`src/rtl/arc4_key_search.sv`:
```
// Key-range search controller for a single arc4 core: launches one decryption
// per key, snoops the plaintext writes and stops on the first all-printable message.
module arc4_key_search #(
  parameter logic [23:0] KEY_START = 24'h000000,
  parameter logic [23:0] KEY_STEP  = 24'h000001
) (
  input  logic        clk,
  input  logic        rst_n,
  input  logic        en,
  output logic        rdy,
  input  logic        stop,
  output logic [23:0] key,
  output logic        key_valid,
  output logic        a4_en,
  input  logic        a4_rdy,
  output logic [23:0] a4_key,
  input  logic [7:0]  a4_pt_addr,
  input  logic [7:0]  a4_pt_wrdata,
  input  logic        a4_pt_wren
);

  typedef enum logic [2:0] {IDLE, LAUNCH, ACK, RUN, DECIDE} state_t;

  state_t      state_reg;
  logic        bad_reg;
  logic        stop_reg;
  logic        snooping;
  logic        byte_bad;
  logic        stop_hit;
  logic [24:0] sum_next;

  assign snooping = (state_reg == LAUNCH) || (state_reg == ACK) || (state_reg == RUN);
  // Address 0 carries the message length, not text, so it is never judged.
  assign byte_bad = a4_pt_wren && (a4_pt_addr != 8'h00) &&
                    ((a4_pt_wrdata < 8'h20) || (a4_pt_wrdata > 8'h7E));
  assign stop_hit = stop_reg || stop;
  assign sum_next = {1'b0, a4_key} + {1'b0, KEY_STEP};

  always_ff @(posedge clk or negedge rst_n) begin
    if (!rst_n) begin
      state_reg <= IDLE;
      rdy       <= 1'b1;
      key_valid <= 1'b0;
      key       <= 24'h000000;
      a4_en     <= 1'b0;
      a4_key    <= KEY_START;
      bad_reg   <= 1'b0;
      stop_reg  <= 1'b0;
    end else begin
      if (state_reg != IDLE && stop)
        stop_reg <= 1'b1;
      if (snooping && byte_bad)
        bad_reg <= 1'b1;

      case (state_reg)
        IDLE: begin
          if (en) begin
            a4_key    <= KEY_START;
            key_valid <= 1'b0;
            stop_reg  <= 1'b0;
            bad_reg   <= 1'b0;
            rdy       <= 1'b0;
            a4_en     <= 1'b1;
            state_reg <= LAUNCH;
          end
        end
        LAUNCH: begin
          if (a4_rdy) begin
            a4_en     <= 1'b0;
            state_reg <= ACK;
          end
        end
        ACK: begin
          if (!a4_rdy)
            state_reg <= RUN;
        end
        RUN: begin
          if (a4_rdy)
            state_reg <= DECIDE;
        end
        DECIDE: begin
          // A printable result wins over a pending cancel; the carry ends the range.
          if (!bad_reg) begin
            key       <= a4_key;
            key_valid <= 1'b1;
            rdy       <= 1'b1;
            state_reg <= IDLE;
          end else if (stop_hit || sum_next[24]) begin
            key       <= a4_key;
            key_valid <= 1'b0;
            rdy       <= 1'b1;
            state_reg <= IDLE;
          end else begin
            a4_key    <= sum_next[23:0];
            a4_en     <= 1'b1;
            bad_reg   <= 1'b0;
            state_reg <= LAUNCH;
          end
        end
        default: state_reg <= IDLE;
      endcase
    end
  end

endmodule

```
`config.mk`:
```
export PLATFORM = sky130hd
export DESIGN_NAME = arc4_key_search
export DESIGN_NICKNAME = d
export VERILOG_FILES = /design/src/rtl/arc4_key_search.sv
export SDC_FILE = /design/constraint.sdc
export NUM_CORES = 1
export LEC_CHECK = 0
export BUFFER_PORTS_ARGS = -buffer_cell sky130_fd_sc_hd__buf_2
export CAP_MARGIN = 0
export CELL_PAD_IN_SITES_DETAIL_PLACEMENT = 1
export CELL_PAD_IN_SITES_GLOBAL_PLACEMENT = 1
export CORE_MARGIN = 8
export CORE_UTILIZATION = 43
export DETAILED_ROUTE_END_ITERATION = 8
export PLACE_DENSITY_LB_ADDON = 0.1
export SETUP_SLACK_MARGIN = 0.3
export SLEW_MARGIN = 20
export SYNTH_ARGS = -nofsm -noshare
export SYNTH_HDL_FRONTEND = slang
export SYNTH_SLANG_ARGS = --single-unit
```
`constraint.sdc`:
```
create_clock -name clk -period 5.4 [get_ports clk]
set_input_delay 0.27 -clock clk [delete_from_list [all_inputs] [get_ports clk]]
set_output_delay 0.27 -clock clk [all_outputs]
set_load 0.03 [all_outputs]
```
Yosys cells after proc, flatten, opt, wreduce, memory -nomap -nowiden. Cells that the tools add are included.

Magnitude comparators: 2. Reductions and logical operators: 19. Eq/ne operators: 12. Add/subtract/negate cells: 1. Mux-type cells: 33.

Operator list (count): $mux 24 (5); $pmux 24 s2 (1); $add 24x1->25 const B (1); $mux 1 (18); $pmux 3 s5 (1); $mux 3 (4); $ne 2x2->1 const B (6); $gt 8x7->1 const B (1); $lt 8x6->1 const B (1); $reduce_and 4->1 (2); $reduce_bool 8->1 (1); $eq 3x2->1 const B (2); $pmux 1 s2 (3); $reduce_bool 3->1 (2); $logic_or 1x1->1 (5); $reduce_and 5->1 (1); $logic_and 1x1->1 (4); $eq 3x1->1 const B (1); $eq 3x3->1 const B (1); $logic_not 3->1 (1); $ne 3x3->1 const B (1); $pmux 1 s3 (1); $reduce_and 3->1 (1); $ne 2x1->1 const B (1); other kinds (2) (2).

Flip-flop bits (word level): 56. Bits of input ports: 22. Word-level logic and storage cells: 75. Output and inout port bits: 51.

Longest topological paths before layout.
Depth after elaboration: 8. Gate-level depth with buffers: 7. Depth with buffers taken out: 6.

Least setup slack after synthesis. Ideal clock, no wire load.

Path kind: register to register. Start: register a4_key[0]. End: register key[0]. Required time: 5275 ps. Buffers on the path: 1. Slack: 2887 ps. Data arrival time: 2388 ps. Setup time: 125 ps. Stages on the path, launching flop included: 8. Clock period less this slack: 2513 ps. Cells stage by stage: dfrtp_1 -> ha_1 -> nand4_1 -> nor4_4 -> nand2_2 -> a31oi_4 -> buf_6 -> mux2_2.

Cells in the longest elaborated chain, start to end: 4. Elaborated cells on any way between the ends: 6. Classes of those cells: 1 x add/sub; 1 x eq/ne; 2 x mux; 2 x reduce/logical.

RTL lines: start, declared (line 16) `output logic [23:0] a4_key,`; start signal, assigned (line 94) `a4_key <= sum_next[23:0];`; $add 24x1->25 (line 37) `assign sum_next = {1'b0, a4_key} + {1'b0, KEY_STEP};`; $logic_or 1x1->1 (line 88) `end else if (stop_hit || sum_next[24]) begin`; $ne 2x1->1 (no source line); $reduce_and 2->1 (no source line); end signal, assigned (line 84) `key <= a4_key;`; end signal, assigned (line 89) `key <= a4_key;`; end, declared (line 12) `output logic [23:0] key,`.

Several ways; a longest one is shown, not always the timed one. The select of a mux whose other input is x is not followed. A chain may end at the register's enable or synchronous reset.

Worst setup path in the final report.
Start: register a4_key[0]. End: register key[18].

Cells in the longest elaborated chain, start to end: 4.

RTL lines (line): $add 24x1->25 (37); $logic_or 1x1->1 (88); $ne 2x1->1 (no source line); $reduce_and 2->1 (no source line).

Every way passes these cells.

==> results.txt <==
most used flip-flop cell after synthesis -> dfrtp_1
crit-path cells -> ha_1 -> nand4_1 -> nor4_4 -> nand2_2 -> a31oi_4 -> mux2_2
gr ovfl total -> 0
commonest non-fill, non-tap cell in the layout -> buf_2
fin cells -> 409
Slew Viols, Final -> 0
flops & latches, synth -> 56
status -> completed
drt drc -> 0
Post-synth ARST share -> 100%
first-pass GRT wire length -> 12500 µm
ANT nets after route -> 0
post-CTS sizing -> 0
syn_area_per_cell -> 10.5 µm²
Slew HR -> 37.4%
worst-margin pin slew -> 940 ps
Setup violations, final -> 0
startpoint types -> flip-flop
starting density of the core -> 44.0%
via/cell ratio -> 5.72
Hold-fix buffers, CTS -> 0
1st-iter DRT viols -> 68
Final #Nets -> 355
H-Tree Depth -> 2
pre-CTS setup slack -> 2440 ps
chip height -> 96.1 µm
synth warn -> 0
detailed-route wire length per cell -> 18.4 µm
CTS root buf -> clkbuf_8
worst-case clock buffer depth -> 2
Ant. Diodes -> 0
Crit path largest cell delay -> 790 ps
Logic pwr share -> 32.6%
Fmax achieved -> 340 MHz
Post-CTS Setup Bufs -> 0
fraction of layout cells with a size suffix above 1 -> 32.8%
Fin Setup TNS -> 0 ps
VDD IR max -> 0.000222 V
crit path max-delay cell type -> a31oi_4
Syn Nets -> 286
Sw Pwr -> 464 µW
post-layout minimum cycle time -> 2940 ps
final hold vios -> 0
clock sink count -> 56
Die Wd -> 96.1 µm
reported max-cap violation count -> 0
Distinct cells, synth -> 50
number of synthesized flops with an enable pin -> 0
port bufs -> 72
synthesis-to-layout area growth -> 18.0%
critical path class -> flip-flop to flip-flop
Clock Power Share -> 20.0%
Flop pwr share -> 47.4%
Worst Reg-to-Reg Cells -> 6
commonest cells after routing, fill and taps aside -> buf_2, dfrtp_1, nand2_1
GRT Overall Usage -> 17.3%
synthesized area -> 2760 µm²
Clock Latency Late Sink -> 310 ps
Tcrit/Tclk final -> 54.5%
DR pass1 iterations -> 4
drt total wl -> 7540 µm
post-DP HPWL -> 5430 µm
CP endpoint kind -> flip-flop
critical path arrival -> 3140 ps
initial antenna violation count -> 0
CTS buffer count -> 5
Core Footprint -> 6280 µm²
Cells after DPL -> 402
Power Density -> 364 nW/µm²
vias in the first global route -> 2457
Ports -> 73
RePlAce Congestion -> 0.772
Setup Skew -> 12.6 ps
largest net degree at the start of global routing -> 57
via count -> 2341
Req. time, crit path -> 5600 ps
fin util -> 51.9%
CP Max Fanout -> 26
Reg-to-Reg End -> key[18]
reg2reg setup slack -> 2460 ps
Internal Power -> 723 µW
clk slew on worst S/H paths -> 110 ps
static leakage -> 0.00163 µW
Post-Syn Instances -> 263
worst reg2reg startpoint -> a4_key[0]
die area -> 9240 µm²
FP Rows -> 29
CTS tree -> done
Hold Crit Class -> primary input to asynchronous set/reset pin
RSZ-0062 raised after global routing -> no
Sw Share -> 39.1%
Seq/Total Area, Yosys -> 50.8%
Setup WS post-layout -> 2460 ps
## per-layer routing
layer	GRT usage (%)	part of all wire [%]	vias up
li1	-	-	1107
met4	4.74	1.0	0
met2	29.5	52	36
met3	3.74	4.2	5
met1	21.5	43	1193
met5	0	0	-
## how the worst max path moves through the flow
stage | startpoint | endpoint | slack (ps) | depth (start not counted)
floorplan | a4_key[0] | key[0] | 2890 | 7
global placement | a4_key[0] | key[16] | 2560 | 6
detailed placement | a4_key[0] | key[22] | 2440 | 6
CTS | a4_key[0] | key[22] | 2420 | 6
global route | a4_key[0] | key[1] | 2160 | 6
finish | a4_key[0] | key[18] | 2460 | 6
## critical path: cells and delay by family, from the launching register on
kind | cells | cell delay (ps)
AND/OR/NAND/NOR | 3 | 890
flip-flops | 1 | 440
adder cells (fa/ha/maj) | 1 | 270
multiplexers | 1 | 420
AO/OA/AOI/OAI | 1 | 790
## kinds of logic (layout without fill, tap and decap cells)
logic type               count (synthesis)  in the layout  synth area share (%)
AO/OA/AOI/OAI                           48             48                  11.7
XOR/XNOR                                10             10                  3.17
adder cells (fa/ha/maj)                  1              1                 0.453
buffers and inverters                   15             84                  2.63
flip-flops                              56             56                  50.8
multiplexers                            25             25                  10.2
AND/OR/NAND/NOR                        108            108                  21.0
## cell type report
class                      instances  area (µm²)
fill                             734        3020
sequential                        56        1400
multi-input combinational        192        1280
timing repair buffer              73         368
tap                               77        96.3
clock buffer                       6        82.6
inverter                           4        15.0
clock inverter                     1        8.76
## Yosys cell counts (4+ instances only)
library cell / instances / share of area [%]
nor4_1: 5 / 1.1
nor3_1: 5 / 0.91
a211oi_1: 4 / 1.1
nand4_1: 8 / 1.8
and3_1: 5 / 1.1
or4_1: 5 / 1.4
xnor2_1: 7 / 2.2
nor2_1: 21 / 2.9
nand2_1: 28 / 3.8
nand2b_1: 4 / 0.91
dfrtp_1: 55 / 50
mux2_2: 23 / 9.4
and4_1: 4 / 1.3
a21oi_1: 14 / 2.5
clkbuf_1: 7 / 0.95
o21ai_0: 9 / 1.6
nand3_1: 10 / 1.8
inv_1: 4 / 0.54
## power groups by stage
stage / combinational (µW) / clock, µW / sequential [µW]
after CTS: 394 / 244 / 564
final: 387 / 237 / 563
after floorplan: 188 / 0 / 651
after global placement: 382 / 0 / 568
after detailed placement: 391 / 0 / 573
after global routing: 423 / 258 / 576
## stage by stage
step / area, µm² / power [µW] / hold slack, ps
after floorplan: 2760 / 839 / -25.6
after global routing: 3260 / 1260 / 160
after detailed placement: 3170 / 964 / 463
final: 3260 / 1190 / 93.3
after global placement: 3170 / 951 / 463
after CTS: 3260 / 1200 / 128
Note: power is estimated with default switching activity, not from simulation.
